--- src/rtl/rip_const.sv ---
// Shared constants for the pseudo-DMA engine: byte-lane width, job mode and FSM state enums.
// Latency: none (package only).
// Backpressure: n/a. Imported by rip_pseudo_dma.
package rip_const;

  // Bits per write-strobe lane; the address step per word is DATA_WIDTH / B_WIDTH bytes.
  localparam int B_WIDTH = 8;

  typedef enum logic [1:0] {
    MODE_COPY  = 2'b00,
    MODE_FILL  = 2'b01,
    MODE_CHECK = 2'b10,
    MODE_NOP   = 2'b11
  } rip_dma_mode_t;

  typedef enum logic [2:0] {
    ST_IDLE      = 3'd0,
    ST_READ      = 3'd1,
    ST_READWAIT  = 3'd2,
    ST_WRITE     = 3'd3,
    ST_WRITEWAIT = 3'd4,
    ST_DONE      = 3'd5
  } rip_dma_state_t;

endpackage

--- src/rtl/rip_watchdog.sv ---
// Idle-cycle watchdog: counts cycles with no bus activity while run=1 and flags expiry.
// Latency: expired is combinational and rises during the TIMEOUT_CYCLES-th idle cycle.
// Backpressure: none; clr (any handshake/response) restarts the count.
// Ports: clk, rstn (sync, active-low), run (count enable), clr (activity seen), expired (abort request).
module rip_watchdog #(
  parameter int TIMEOUT_CYCLES = 1024
) (
  input  logic clk,
  input  logic rstn,
  input  logic run,
  input  logic clr,
  output logic expired
);

  localparam int CW = $clog2(TIMEOUT_CYCLES + 1);
  localparam logic [CW-1:0] LAST = CW'(TIMEOUT_CYCLES - 1);

  logic [CW-1:0] cnt_q, cnt_d;

  // cnt_q holds the number of idle cycles already elapsed, so the abort fires
  // at the end of the TIMEOUT_CYCLES-th idle cycle rather than one later.
  always_comb begin
    cnt_d   = cnt_q;
    expired = 1'b0;
    if (!run || clr) begin
      cnt_d = '0;
    end else if (cnt_q == LAST) begin
      expired = 1'b1;
      cnt_d   = '0;
    end else begin
      cnt_d = cnt_q + CW'(1);
    end
  end

  always_ff @(posedge clk) begin
    if (!rstn) cnt_q <= '0;
    else       cnt_q <= cnt_d;
  end

endmodule

--- src/rtl/rip_pseudo_dma.sv ---
// Pseudo-DMA job engine: COPY / FILL / CHECK / NOP over a simple one-outstanding read/write port pair.
// Latency: one word = request state + wait-for-response state; NOP or len==0 gives done the cycle after start.
// Backpressure: rvalid/wvalid hold address/data until rready/wready; waits on rdone/wdone
//   indefinitely unless RIP_PSEUDO_DMA_TIMEOUT_EN is defined, which adds an idle watchdog abort.
// Ports: start/mode/src_addr/dst_addr/len/pattern (job request, sampled in IDLE), busy/done/err_cnt/timeout
//   (status), raddr/rvalid/rready/rdata/rdone (read side), waddr/wdata/wstrb/wvalid/wready/wdone (write side).
module rip_pseudo_dma
  import rip_const::*;
#(
  parameter int ADDR_WIDTH     = 32,
  parameter int DATA_WIDTH     = 32,
  parameter int LEN_WIDTH      = 16,
  parameter int TIMEOUT_CYCLES = 1024
) (
  input  logic                    clk,
  input  logic                    rstn,
  input  logic                    start,
  input  logic [1:0]              mode,
  input  logic [ADDR_WIDTH-1:0]   src_addr,
  input  logic [ADDR_WIDTH-1:0]   dst_addr,
  input  logic [LEN_WIDTH-1:0]    len,
  input  logic [DATA_WIDTH-1:0]   pattern,
  output logic                    busy,
  output logic                    done,
  output logic [LEN_WIDTH-1:0]    err_cnt,
  output logic                    timeout,
  output logic [ADDR_WIDTH-1:0]   raddr,
  output logic                    rvalid,
  input  logic                    rready,
  input  logic [DATA_WIDTH-1:0]   rdata,
  input  logic                    rdone,
  output logic [ADDR_WIDTH-1:0]   waddr,
  output logic [DATA_WIDTH-1:0]   wdata,
  output logic [DATA_WIDTH/8-1:0] wstrb,
  output logic                    wvalid,
  input  logic                    wready,
  input  logic                    wdone
);

  localparam int STRB_W = DATA_WIDTH / B_WIDTH;
  localparam logic [ADDR_WIDTH-1:0] ADDR_STEP = ADDR_WIDTH'(STRB_W);

  rip_dma_state_t            state_q, state_d;
  rip_dma_mode_t             mode_q, mode_d;
  logic [LEN_WIDTH-1:0]      len_q, len_d;
  logic [DATA_WIDTH-1:0]     pat_q, pat_d;
  logic [LEN_WIDTH-1:0]      idx_q, idx_d;
  logic [LEN_WIDTH-1:0]      err_q, err_d;
  logic [ADDR_WIDTH-1:0]     raddr_q, raddr_d;
  logic [ADDR_WIDTH-1:0]     waddr_q, waddr_d;
  logic [DATA_WIDTH-1:0]     wdata_q, wdata_d;
  logic                      timeout_q, timeout_d;

  logic [LEN_WIDTH-1:0]      idx_inc;
  logic                      last_word;
  logic [DATA_WIDTH-1:0]     exp_dat;
  logic                      wd_expired;

  assign idx_inc   = idx_q + LEN_WIDTH'(1);
  // idx only advances while idx < len, so comparing the incremented value is wrap-safe.
  assign last_word = (idx_inc == len_q);
  assign exp_dat   = pat_q + DATA_WIDTH'(idx_q);

`ifdef RIP_PSEUDO_DMA_TIMEOUT_EN
  logic wd_run, wd_clr;
  assign wd_run = (state_q != ST_IDLE) && (state_q != ST_DONE);
  assign wd_clr = (rvalid && rready) || (wvalid && wready) || rdone || wdone;

  rip_watchdog #(
    .TIMEOUT_CYCLES (TIMEOUT_CYCLES)
  ) u_watchdog (
    .clk     (clk),
    .rstn    (rstn),
    .run     (wd_run),
    .clr     (wd_clr),
    .expired (wd_expired)
  );
`else
  logic unused_timeout_cfg;
  assign unused_timeout_cfg = (TIMEOUT_CYCLES == 0);
  assign wd_expired = 1'b0;
`endif

  always_comb begin
    state_d   = state_q;
    mode_d    = mode_q;
    len_d     = len_q;
    pat_d     = pat_q;
    idx_d     = idx_q;
    err_d     = err_q;
    raddr_d   = raddr_q;
    waddr_d   = waddr_q;
    wdata_d   = wdata_q;
    timeout_d = timeout_q;

    case (state_q)
      ST_IDLE: begin
        if (start) begin
          mode_d    = rip_dma_mode_t'(mode);
          len_d     = len;
          pat_d     = pattern;
          idx_d     = '0;
          err_d     = '0;
          timeout_d = 1'b0;
          raddr_d   = src_addr;
          waddr_d   = dst_addr;
          // FILL word 0 is pattern+0; COPY overwrites this with read data.
          wdata_d   = pattern;
          if (mode == MODE_NOP || len == '0) state_d = ST_DONE;
          else if (mode == MODE_FILL)        state_d = ST_WRITE;
          else                               state_d = ST_READ;
        end
      end

      ST_READ: begin
        if (rready) state_d = ST_READWAIT;
      end

      ST_READWAIT: begin
        if (rdone) begin
          if (mode_q == MODE_CHECK) begin
            if (rdata != exp_dat && err_q != '1) err_d = err_q + LEN_WIDTH'(1);
            idx_d   = idx_inc;
            raddr_d = raddr_q + ADDR_STEP;
            waddr_d = waddr_q + ADDR_STEP;
            state_d = last_word ? ST_DONE : ST_READ;
          end else begin
            wdata_d = rdata;
            state_d = ST_WRITE;
          end
        end
      end

      ST_WRITE: begin
        if (wready) state_d = ST_WRITEWAIT;
      end

      ST_WRITEWAIT: begin
        if (wdone) begin
          idx_d   = idx_inc;
          raddr_d = raddr_q + ADDR_STEP;
          waddr_d = waddr_q + ADDR_STEP;
          if (last_word) begin
            state_d = ST_DONE;
          end else if (mode_q == MODE_FILL) begin
            wdata_d = pat_q + DATA_WIDTH'(idx_inc);
            state_d = ST_WRITE;
          end else begin
            state_d = ST_READ;
          end
        end
      end

      ST_DONE: state_d = ST_IDLE;

      default: state_d = ST_IDLE;
    endcase

    // Watchdog abort wins over any progress in the same cycle; it only fires
    // when nothing moved, so no handshake is lost.
    if (wd_expired) begin
      state_d   = ST_DONE;
      timeout_d = 1'b1;
    end
  end

  always_ff @(posedge clk) begin
    if (!rstn) begin
      state_q   <= ST_IDLE;
      mode_q    <= MODE_COPY;
      len_q     <= '0;
      pat_q     <= '0;
      idx_q     <= '0;
      err_q     <= '0;
      raddr_q   <= '0;
      waddr_q   <= '0;
      wdata_q   <= '0;
      timeout_q <= 1'b0;
    end else begin
      state_q   <= state_d;
      mode_q    <= mode_d;
      len_q     <= len_d;
      pat_q     <= pat_d;
      idx_q     <= idx_d;
      err_q     <= err_d;
      raddr_q   <= raddr_d;
      waddr_q   <= waddr_d;
      wdata_q   <= wdata_d;
      timeout_q <= timeout_d;
    end
  end

  assign busy    = (state_q != ST_IDLE);
  assign done    = (state_q == ST_DONE);
  assign rvalid  = (state_q == ST_READ);
  assign wvalid  = (state_q == ST_WRITE);
  assign raddr   = raddr_q;
  assign waddr   = waddr_q;
  assign wdata   = wdata_q;
  assign wstrb   = {STRB_W{wvalid}};
  assign err_cnt = err_q;
  // Never set in the default build, so this is a constant 0 there.
  assign timeout = timeout_q;

endmodule
--- config.mk ---
export PLATFORM = sky130hd
export DESIGN_NAME = rip_pseudo_dma
export DESIGN_NICKNAME = d
export VERILOG_FILES = /design/src/rtl/rip_const.sv /design/src/rtl/rip_watchdog.sv /design/src/rtl/rip_pseudo_dma.sv
export SDC_FILE = /design/constraint.sdc
export NUM_CORES = 1
export LEC_CHECK = 0
export ABC_CLOCK_PERIOD_IN_PS = 4100
export CAP_MARGIN = 25
export CELL_PAD_IN_SITES_DETAIL_PLACEMENT = 1
export CELL_PAD_IN_SITES_GLOBAL_PLACEMENT = 1
export CORE_MARGIN = 5
export CORE_UTILIZATION = 37
export DETAILED_ROUTE_END_ITERATION = 8
export HOLD_SLACK_MARGIN = 0.03
export PLACE_DENSITY_LB_ADDON = 0.2
export SLEW_MARGIN = 20
export SYNTH_ARGS = -nofsm -noshare
export SYNTH_HDL_FRONTEND = slang
export SYNTH_SLANG_ARGS = --single-unit
--- constraint.sdc ---
create_clock -name clk -period 4.1 [get_ports clk]
set_input_delay 1.23 -clock clk [delete_from_list [all_inputs] [get_ports clk]]
set_output_delay 1.23 -clock clk [all_outputs]
set_load 0.02 [all_outputs]
---- Word-level counts from Yosys, hierarchy flattened ----
Index checks and enable logic that the tools add are counted.
operators by class
  add/sub/neg operators ................... 6
  equal/unequal tests ..................... 22
  multiplexer cells ....................... 38
  reduce and logical (&&, ||, !) cells .... 12
operators by type and width
  operator                 number
  $mux W32                 14
  $pmux W32 S3             3
  $mux W16                 7
  $add A32 B16 Y32         2
  $add A32 B3 Y32 const B  2
  $pmux W16 S3             1
  $add A16 B1 Y16 const B  2
  $ne A32 B32 Y1           1
  $pmux W16 S2             1
  $mux W3                  9
  $eq A16 B16 Y1           1
  $logic_not A16 Y1        1
  $ne A16 B16 Y1 const B   1
  $ne A2 B2 Y1 const B     8
  $pmux W3 S5              1
  $reduce_and A5 Y1        3
  $reduce_and A7 Y1        1
  $eq A3 B2 Y1 const B     2
  $eq A3 B3 Y1 const B     2
  $reduce_bool A3 Y1       2
  $eq A2 B1 Y1 const B     2
  $eq A2 B2 Y1 const B     2
  $mux W2                  2
  $ne A2 B1 Y1 const B     2
  other kinds (6)          6
word-level totals
  flip-flop bits (word level) ............. 181
  bits of input ports ..................... 153
  output and inout port bits .............. 121
  logic and storage cells ................. 87

---- Longest topological paths before layout ----
Gate-level depths: netlist of the first run.
  depth in word-level cells ............... 7
  mapped depth ............................ 16
  mapped depth without buffers ............ 16

---- Worst setup path after synthesis of the first run ----
No wires, ideal clock.
  path kind ............................... register to register
  start point ............................. register idx_q[0]
  end point ............................... register wdata_q[26], in the netlist wdata[26]
  setup time .............................. 74 ps
  data arrival time ....................... 3,522 ps
  data required time ...................... 4,026 ps
  slack ................................... 504 ps
  cell stages (with the launch flop) ...... 17
  clock period less this slack ............ 3,596 ps
  cells stage by stage .................... dfxtp_1 > ha_1 > nand3_1 > nor3_1 > nand2_1 > xnor2_1 > ha_1 > and4_1 > nand3_1 > nand2_1 > a41oi_1 > a311oi_1 > nand3_1 > or2_2 > xnor2_1 > nand2_1 > a31oi_1
between the ends
  cells in the longest elaborated chain, start to end .. 6
ends and longest elaborated chain
  what                    line                   source
  start, declared         rip_pseudo_dma.sv:47   logic [LEN_WIDTH-1:0] idx_q, idx_d;
  start signal, assigned  rip_pseudo_dma.sv:184  idx_q <= idx_d;
  $add A16 B1 Y16 (*)     rip_pseudo_dma.sv:59   assign idx_inc = idx_q + LEN_WIDTH'(1);
  $add A32 B16 Y32        rip_pseudo_dma.sv:146  wdata_d = pat_q + DATA_WIDTH'(idx_inc);
  $mux W32                rip_pseudo_dma.sv:145  end else if (mode_q == MODE_FILL) begin
  $mux W32                rip_pseudo_dma.sv:143  if (last_word) begin
  $mux W32                rip_pseudo_dma.sv:139  if (wdone) begin
  $pmux W32 S3            rip_pseudo_dma.sv:96   case (state_q)
  end signal, assigned    rip_pseudo_dma.sv:188  wdata_q <= wdata_d;
  end, declared           rip_pseudo_dma.sv:51   logic [DATA_WIDTH-1:0] wdata_q, wdata_d;
Every way passes the cells marked *; elsewhere a longest branch is shown, timed or not. The select of a mux whose other input is x is not followed.
A chain may end at the register's enable or synchronous reset.

---- Worst setup path after layout of the first run ----
  start point ............................. register idx_q[0]
  end point ............................... register err_q[0], in the netlist err_cnt[0]
between the ends
  cells in the longest elaborated chain, start to end .. 5
ends and longest elaborated chain
  what                                line                   source
  $add A32 B16 Y32                    rip_pseudo_dma.sv:62   assign exp_dat = pat_q + DATA_WIDTH'(idx_q);
  $ne A32 B32 Y1                      rip_pseudo_dma.sv:122  if (rdata != exp_dat && err_q != '1) err_d = err_q + LEN_WIDTH'(1);
  $logic_and A1 B1 Y1                 rip_pseudo_dma.sv:122
  $ne A2 B2 Y1 (no source line)       n/a
  $reduce_and A5 Y1 (no source line)  n/a
  end signal, assigned                rip_pseudo_dma.sv:185  err_q <= err_d;
  end, declared                       rip_pseudo_dma.sv:48   logic [LEN_WIDTH-1:0] err_q, err_d;
Every way passes these cells.

==> flow_summary.ini, run 1 <==
[outcome]
status = finished clean

[yosys]
postSynthAreaPerCell_um2 = 7.33
ys_top_cells_by_area = dfxtp_1, a21oi_1, nand2_1
yosys_register_bits = 181
netlist.area_leader.share_pct = 30.5
yosys.area.top_type = dfxtp_1
async_flop_share_pct = 0
synthFlopType = dfxtp_1
syn_inst = 1621
synth_fp_nets = 1812
yosys_warnings = 0
ys_seq_area_share_pct = 30.5
synth_cell_types = 78
synth_edf_count = 0
synth_area_mm2 = 0.0119

[final_layout]
antenna_cells = 0
instances_no_fill = 2270
finalNetCount = 2046
fillerInstances = 3870
final_area_mm2 = 0.0158
drive_above_1_share_pct = 6.80
syn_to_final_growth_pct = 32.7
most-common-layout-cells = clkdlybuf4s50_1, nand2_1, a21oi_1, dfxtp_1, nor2_1
layout_commonest_cell = clkdlybuf4s50_1

[sta]
rsz0062_at_grt = no
min_period_over_period_pct = 92.4
relSlewSlack_pct = 47.0
setup_violations = 0
tightest_slew_ns = 0.796
slew_violations = 0
period_needed_ns = 3.79
skew_ns = 0.0136
setup_tns_ns = 0
hold_viol_final = 0
fmax_mhz = 264
fin_ws_ns = 0.310

[global_route]
grt_max_degree = 87
grt_use_total_pct = 26.2
grt-ovfl-total = 0
grt_pass1_wl_um = 75600
antenna_found_initial = 6
grt_pass1_vias = 13600

[critical_path]
reg2regPathDepth = 14
slowest_delay_ns = 0.45
crit_type = reg2reg
end_kind = flop
worst-path-max-fanout = 15
worstSetupStartpointType = flop
arrival_ns = 4.12
path_cells = ha_1 > fa_1 > a21o_1 > a221oi_1 > buf_4 > nor2b_1 > a31oi_2 > o211ai_1 > a211o_1 > nor4_4 > nand4_2 > and2_4 > nand3_1 > o21ai_0
required_ns = 4.43
crit_slowest_cell = fa_1

[drt]
antenna_left = 0
drt_iter0_drc = 774
drtPass1Iterations = 5
drc_errors = 0
drt-vias-per-instance = 5.82
num_vias = 13200
wl_per_cell_um = 21.3
routed_wl_um = 48400

[die]
dieWidth_um = 189
die_y_um = 189
row_count = 65
start_util_pct = 37.5
core_mm2 = 0.0316
pin_count = 274
dieArea_mm2 = 0.0358

[placement]
dpl_cell_area_mm2 = 0.0151
hpwl_um = 36000
gp_congestion = 0.912
io_buffers = 272
placed_cells = 2238
dp_slack_ns = 0.0419

[clock_tree]
ctsRootBufferMaster = clkbuf_16
numCtsBuffers = 17
postCtsSetupRepairBufs = 0
cts_tree = yes
ctsHtreeMaxLevel = 4
clk-insertion-delay-late_ns = 0.46
cts_buffer_depth = 2
cts_sinks = 181
clk_pin_slew_worst_paths_ns = 0.08

[hold_path]
whs_path_depth = 2
hold_class = reg2reg

[power_and_ir_drop]
power_density_mw_per_mm2 = 626
p_leak_uw = 0.00592
peakVddDrop_mv = 0.318

[job]
cap_violations = 0
[critical path: cells and delay by family (launching register included)]
family          cells  cell delay, ns
simple gates        5            1.11
buf+inv             1            0.18
flops               1            0.36
compound gates      6            1.32
fa+ha+maj           2            0.68
[through the flow]
step	total power, uW	util, %	hold WS (ns)
after floorplan	5880	-	0.436
after global placement	7960	47.8	0.445
after global routing	10500	49.8	0.481
final	9850	49.8	0.463
after CTS	9920	49.7	0.465
after detailed placement	8110	47.8	0.450
[final timing paths]
path                         start                       to  slack (ns)
min reg2reg  waddr[0]$_SDFFE_PN0P_    waddr[0]$_SDFFE_PN0P_        0.46
min          waddr[0]$_SDFFE_PN0P_    waddr[0]$_SDFFE_PN0P_        0.46
max          idx_q[0]$_SDFFE_PN0P_  err_cnt[0]$_SDFFE_PN0P_        0.31
max reg2reg  idx_q[0]$_SDFFE_PN0P_  err_cnt[0]$_SDFFE_PN0P_        0.31
[layer usage]
metal  GRT usage [%]  up-vias  wire, um
met5               0        -        82
met4            5.58       12       734
met3            7.10       52      3200
met2            44.6      375     23200
met1            33.4     6467     21200
li1                -     6305         -
[registers in the layout (all words and copies together) (netlist names)]
register,flops
len_q,16
wdata,32
pat_q,32
raddr,32
err_cnt,16
waddr,32
mode_q,2
state_q,3
idx_q,16
[power breakdown]
group / internal (uW) / leakage, uW / switching, uW
Clock: 928 / 0.000300 / 843
Combinational: 2100 / 0.00413 / 3100
Sequential: 2310 / 0.00148 / 580
Total: 5330 / 0.00592 / 4520
[repair_timing]
action,4_1_cts,5_1_grt
hold buffers,0,0
hold endpoints to repair,0,0
gates resized for setup,0,4
endpoints found under the setup margin,0,6
[synth_stat cells, types with 13 or more instances]
library cell / instances
nand2_1: 227
a21oi_1: 193
dfxtp_1: 181
nor2_1: 178
o21ai_0: 99
clkbuf_1: 86
xnor2_1: 63
nand3_1: 55
xor2_1: 40
ha_1: 36
nor3_1: 35
and3_1: 33
nand4_1: 30
a211oi_1: 27
a22oi_1: 27
inv_1: 18
a221oi_1: 16
a31oi_1: 16
a21o_1: 15
o211ai_1: 14
o22ai_1: 14
nand2b_1: 13
nor4_1: 13
[final cells by class]
class / instances / area (um^2) / share of cell area (%)
Tap cell: 402 / 503 / 3.19
Multi-Input combinational cell: 1305 / 7700 / 48.9
Sequential cell: 181 / 3620 / 23.0
Clock inverter: 15 / 186 / 1.18
Timing Repair Buffer: 331 / 3240 / 20.5
Inverter: 19 / 73.8 / 0.469
Clock buffer: 17 / 425 / 2.70
[cell families after synthesis]
family / Yosys count / share of synthesized area, %
AND/OR/NAND/NOR: 656 / 25.8
flip-flops: 181 / 30.5
XOR/XNOR: 103 / 7.60
other: 1 / 0.0316
adder cells (fa/ha/maj): 38 / 4.13
buffers and inverters: 135 / 5.06
AO/OA/AOI/OAI: 500 / 26.3
multiplexers: 7 / 0.601
Note: power is estimated with default switching activity, not from simulation.
==> inputs of run 2 (changes only) <==
- ABC_CLOCK_PERIOD_IN_PS: 4100 -> 4170
- CORE_ASPECT_RATIO: default -> 1.1
- clock period: 4.1 -> 4.17 ns (I/O delays scaled with it)
==> flow_summary.ini, run 2 (synthesis gave the netlist of run 1 again) <==
[sta]
min_period_over_period_pct = 92.2
setup_tns_ns = 0
tightest_slew_ns = 0.768
relSlewSlack_pct = 48.7
period_needed_ns = 3.84
rsz0062_at_grt = no
slew_violations = 0
skew_ns = 0.0178
hold_viol_final = 0
fmax_mhz = 260
setup_violations = 0

[clock_tree]
clk-insertion-delay-late_ns = 0.44
cts_sinks = 181
postCtsSetupRepairBufs = 0
cts_buffer_depth = 2
cts_tree = yes
numCtsBuffers = 17
ctsHtreeMaxLevel = 4
clk_pin_slew_worst_paths_ns = 0.08
ctsRootBufferMaster = clkbuf_16

[placement]
gp_congestion = 0.903
io_buffers = 272
hpwl_um = 35500

[global_route]
grt_max_degree = 75
grt_use_total_pct = 25.3
antenna_found_initial = 7
grt_pass1_vias = 13300
grt_pass1_wl_um = 73500
grt-ovfl-total = 0

[drt]
antenna_left = 0
drtPass1Iterations = 5
topRoutingLayerUsed = met5
drt_iter0_drc = 787
drc_errors = 0
wl_met1_um = 20300
wl_met3_um = 2770
drt-vias-per-instance = 5.74
num_vias = 13000
wl_met2_um = 23500
routed_wl_um = 47500
wl_per_cell_um = 21.0

[die]
dieArea_mm2 = 0.0358
start_util_pct = 37.6
core_mm2 = 0.0316
pin_count = 274
dieWidth_um = 181
row_count = 68
die_y_um = 198

[final_layout]
drive_above_1_share_pct = 5.22
fin_util_pct = 49.3
most-common-layout-cells = clkdlybuf4s50_1, nand2_1, a21oi_1, dfxtp_1, nor2_1
finalNetCount = 2017
syn_to_final_growth_pct = 31.0
fillerInstances = 3894
layout_commonest_cell = clkdlybuf4s50_1

[power_and_ir_drop]
peakVddDrop_mv = 0.392
p_leak_uw = 0.00577
power_density_mw_per_mm2 = 617

[critical_path]
crit_start = idx_q[2]$_SDFFE_PN0P_
arrival_ns = 4.16
end_kind = flop
crit_type = reg2reg
ff2ff_setup_slack_ns = 0.33
required_ns = 4.49
reg2reg_to = wdata[25]$_SDFFE_PN0P_
worstSetupEndpoint = wdata[25]$_SDFFE_PN0P_
worstSetupStartpointType = flop
reg2regPathDepth = 16
worstReg2RegStart = idx_q[2]$_SDFFE_PN0P_
worst-path-max-fanout = 7

[hold_path]
hold_class = reg2reg

[outcome]
status = finished clean

[job]
cap_violations = 0
run 2: cell types whose count changed in the layout (fill, tap and decap cells not counted), moves of 2 or more:
cell,change
buf_4,-28
inv_6,-5
clkbuf_8,+2
clkinvlp_4,+2
clkbuf_1,+2
clkinv_4,-2
run 2: worst min-delay path by stage:
stage / cells after the start / end / start / slack [ns]
6_report: 2 / len_q[2]$_SDFFE_PN0P_ / len_q[2]$_SDFFE_PN0P_ / 0.46
5_1_grt: 2 / len_q[2]$_SDFFE_PN0P_ / len_q[2]$_SDFFE_PN0P_ / 0.47
4_1_cts: 2 / len_q[2]$_SDFFE_PN0P_ / len_q[2]$_SDFFE_PN0P_ / 0.46
3_5_place_dp: 2 / len_q[2]$_SDFFE_PN0P_ / len_q[2]$_SDFFE_PN0P_ / 0.45
3_3_place_gp: 2 / len_q[2]$_SDFFE_PN0P_ / len_q[2]$_SDFFE_PN0P_ / 0.45
2_1_floorplan: 2 / len_q[2]$_SDFFE_PN0P_ / len_q[2]$_SDFFE_PN0P_ / 0.44
run 2: cell type report:
cell class | count | area, um^2 | share of cell area (%)
Timing Repair Buffer | 302 | 3010 | 19.3
Inverter | 19 | 73.8 | 0.475
Multi-Input combinational cell | 1305 | 7710 | 49.6
Clock buffer | 21 | 460 | 2.96
Antenna cell | 1 | 2.50 | 0.0161
Sequential cell | 181 | 3620 | 23.3
Tap cell | 420 | 526 | 3.38
Clock inverter | 10 | 148 | 0.949
run 2: through the flow:
stage	hold slack, ns	setup WS [ns]	cells	total power [uW]	instance area (um^2)
after global placement	0.447	0.0856	2227	7790	14900
final	0.458	0.327	2259	9590	15500
after detailed placement	0.449	0.0940	2227	7900	14900
after floorplan	0.436	0.574	1621	5780	11900
after global routing	0.472	0.0175	2259	10200	15500
after CTS	0.458	0.118	2258	9670	15500
run 2: metal layers:
metal | up-vias | global-route usage [%]
met5 | - | 0
li1 | 6235 | -
met3 | 60 | 6.87
met4 | 12 | 6.58
met1 | 6354 | 30.3
met2 | 301 | 45.0
run 2: where the power goes:
| group | internal [uW] | switching, uW |
|---|---|---|
| registers | 2270 | 581 |
| logic | 1990 | 3020 |
| clock network | 982 | 754 |
run 2: timing repair:
item	CTS	global route
hold buffers	0	0
gates resized for setup	0	5
endpoints found under the setup margin	0	15
run 2: critical path, stage by stage (launching register included):
cell and delay (ns):
dfxtp_1 0.46, nand4_1 0.29, nor2_1 0.27, and3_1 0.20, xor2_1 0.38, ha_1 0.30, a21oi_2 0.10, nand2_1 0.09
a41o_1 0.19, a21o_1 0.13, a31oi_1 0.09, buf_4 0.17, nor4b_1 0.47, xnor2_1 0.17, nor2_1 0.05, a221oi_1 0.24
a21oi_1 0.12
==> inputs of run 3 (changes only) <==
- REMOVE_ABC_BUFFERS: default -> 1
==> flow_summary.ini, run 3 (synthesis gave the netlist of run 1 again) <==
[sta]
hold_viol_final = 0
relSlewSlack_pct = 52.5
fmax_mhz = 259
tightest_slew_ns = 0.711
rsz0062_at_grt = no
skew_ns = 0.0113
setup_tns_ns = 0
setup_violations = 0
slew_violations = 0
timing.hold.ws_ns = 0.463
period_needed_ns = 3.86
min_period_over_period_pct = 92.5

[final_layout]
layout_commonest_cell = clkdlybuf4s50_1
finalNetCount = 2022
fillerInstances = 3858
syn_to_final_growth_pct = 31.4
most-common-layout-cells = clkdlybuf4s50_1, nand2_1, a21oi_1, dfxtp_1, nor2_1
antenna_cells = 0
drive_above_1_share_pct = 5.64

[die]
pin_count = 274
die_y_um = 198
row_count = 68
dieWidth_um = 181
core_mm2 = 0.0316
dieArea_mm2 = 0.0358
start_util_pct = 37.6

[drt]
drc_errors = 0
antenna_left = 0
wl_per_cell_um = 20.1
drtPass1Iterations = 5
routed_wl_um = 45500
drt-vias-per-instance = 5.70
num_vias = 12900
drt_iter0_drc = 690

[clock_tree]
cts_tree = yes
ctsRootBufferMaster = clkbuf_16
numCtsBuffers = 17
clk-insertion-delay-late_ns = 0.45
clk_pin_slew_worst_paths_ns = 0.07
cts_sinks = 181
cts_buffer_depth = 2
postCtsSetupRepairBufs = 0
ctsHtreeMaxLevel = 4

[hold_path]
worstHoldStart = waddr[0]$_SDFFE_PN0P_
whs_path_depth = 2
hold_class = reg2reg
hold_end = waddr[0]$_SDFFE_PN0P_

[placement]
gp_congestion = 0.912
hpwl_um = 32900
io_buffers = 272

[critical_path]
worstSetupStartpointType = flop
arrival_ns = 4.18
reg2reg_to = wdata[27]$_SDFFE_PN0P_
required_ns = 4.50
end_kind = flop
reg2regPathDepth = 15
ff2ff_setup_slack_ns = 0.31
crit_type = reg2reg
worst-path-max-fanout = 6
worstReg2RegStart = idx_q[3]$_SDFFE_PN0P_

[job]
cap_violations = 0

[outcome]
status = finished clean

[global_route]
grt_max_degree = 104
grt_pass1_vias = 13400
grt_pass1_wl_um = 72600
grt_use_total_pct = 24.7
grt-ovfl-total = 0
antenna_found_initial = 5

[power_and_ir_drop]
power_uw = 9510
power_density_mw_per_mm2 = 610
p_leak_uw = 0.00582
peakVddDrop_mv = 0.483
==> run 3: power breakdown <==
part | internal [uW] | total (uW) | switching [uW]
sequential | 2270 | 2830 | 565
clock | 950 | 1720 | 774
combinational | 1990 | 4960 | 2960
==> run 3: worst max-delay path by stage <==
stage / start / to / slack (ns) / cells past startpoint
after floorplan: state_q[1]$_SDFFE_PN0P_ / waddr[14]$_SDFFE_PN0P_ / -2.77 / 7
after global placement: rdata[9] / err_cnt[0]$_SDFFE_PN0P_ / 0.08 / 11
after detailed placement: rdata[9] / err_cnt[3]$_SDFFE_PN0P_ / 0.008 / 11
after CTS: idx_q[0]$_SDFFE_PN0P_ / wdata[27]$_SDFFE_PN0P_ / 0.19 / 17
after global routing: idx_q[2]$_SDFFE_PN0P_ / wdata[27]$_SDFFE_PN0P_ / 0.03 / 15
final: idx_q[3]$_SDFFE_PN0P_ / wdata[27]$_SDFFE_PN0P_ / 0.31 / 15
==> run 3: area by class of cell <==
| cell class | instances | area, um^2 | share of cell area (%) |
|---|---|---|---|
| Clock buffer | 17 | 425 | 2.73 |
| Clock inverter | 15 | 176 | 1.13 |
| Inverter | 19 | 73.8 | 0.473 |
| Multi-Input combinational cell | 1305 | 7720 | 49.5 |
| Sequential cell | 181 | 3620 | 23.2 |
| Tap cell | 420 | 526 | 3.37 |
| Timing Repair Buffer | 307 | 3060 | 19.6 |
==> run 3: through the flow <==
| step | cells | instance area, um^2 | utilization (%) | setup WS [ns] |
|---|---|---|---|---|
| detailed placement | 2232 | 15000 | 47.4 | 0.00787 |
| floorplan | 1505 | 11300 | - | -2.77 |
| finish | 2264 | 15600 | 49.4 | 0.313 |
| global route | 2264 | 15600 | 49.4 | 0.0251 |
| CTS | 2264 | 15600 | 49.3 | 0.190 |
| global placement | 2232 | 15000 | 47.4 | 0.0778 |
==> run 3: worst max-delay path, stage by stage, from the launching register on <==
cell,delay (ns)
dfxtp_1,0.47
nand4_1,0.27
nor3_1,0.42
and3_1,0.29
xor2_1,0.28
ha_1,0.36
a21o_1,0.21
a41o_1,0.22
a21o_1,0.19
a31oi_1,0.18
buf_4,0.19
nor4_1,0.07
xnor2_1,0.19
nor2_1,0.06
a221oi_1,0.23
a21oi_1,0.10
==> run 3: layer usage <==
metal	GRT usage [%]	up-vias	wire length [um]
met2	42.6	327	22100
met3	6.72	82	2930
met1	29.6	6269	19000
met4	9.13	10	1450
met5	0	-	70
li1	-	6226	-
==> run 3: what timing repair did <==
action                                  in CTS  in global routing
gates resized for setup                      0                  5
endpoints found under the setup margin       0                  7
endpoints found under the hold margin        0                  0
hold buffers                                 0                  0
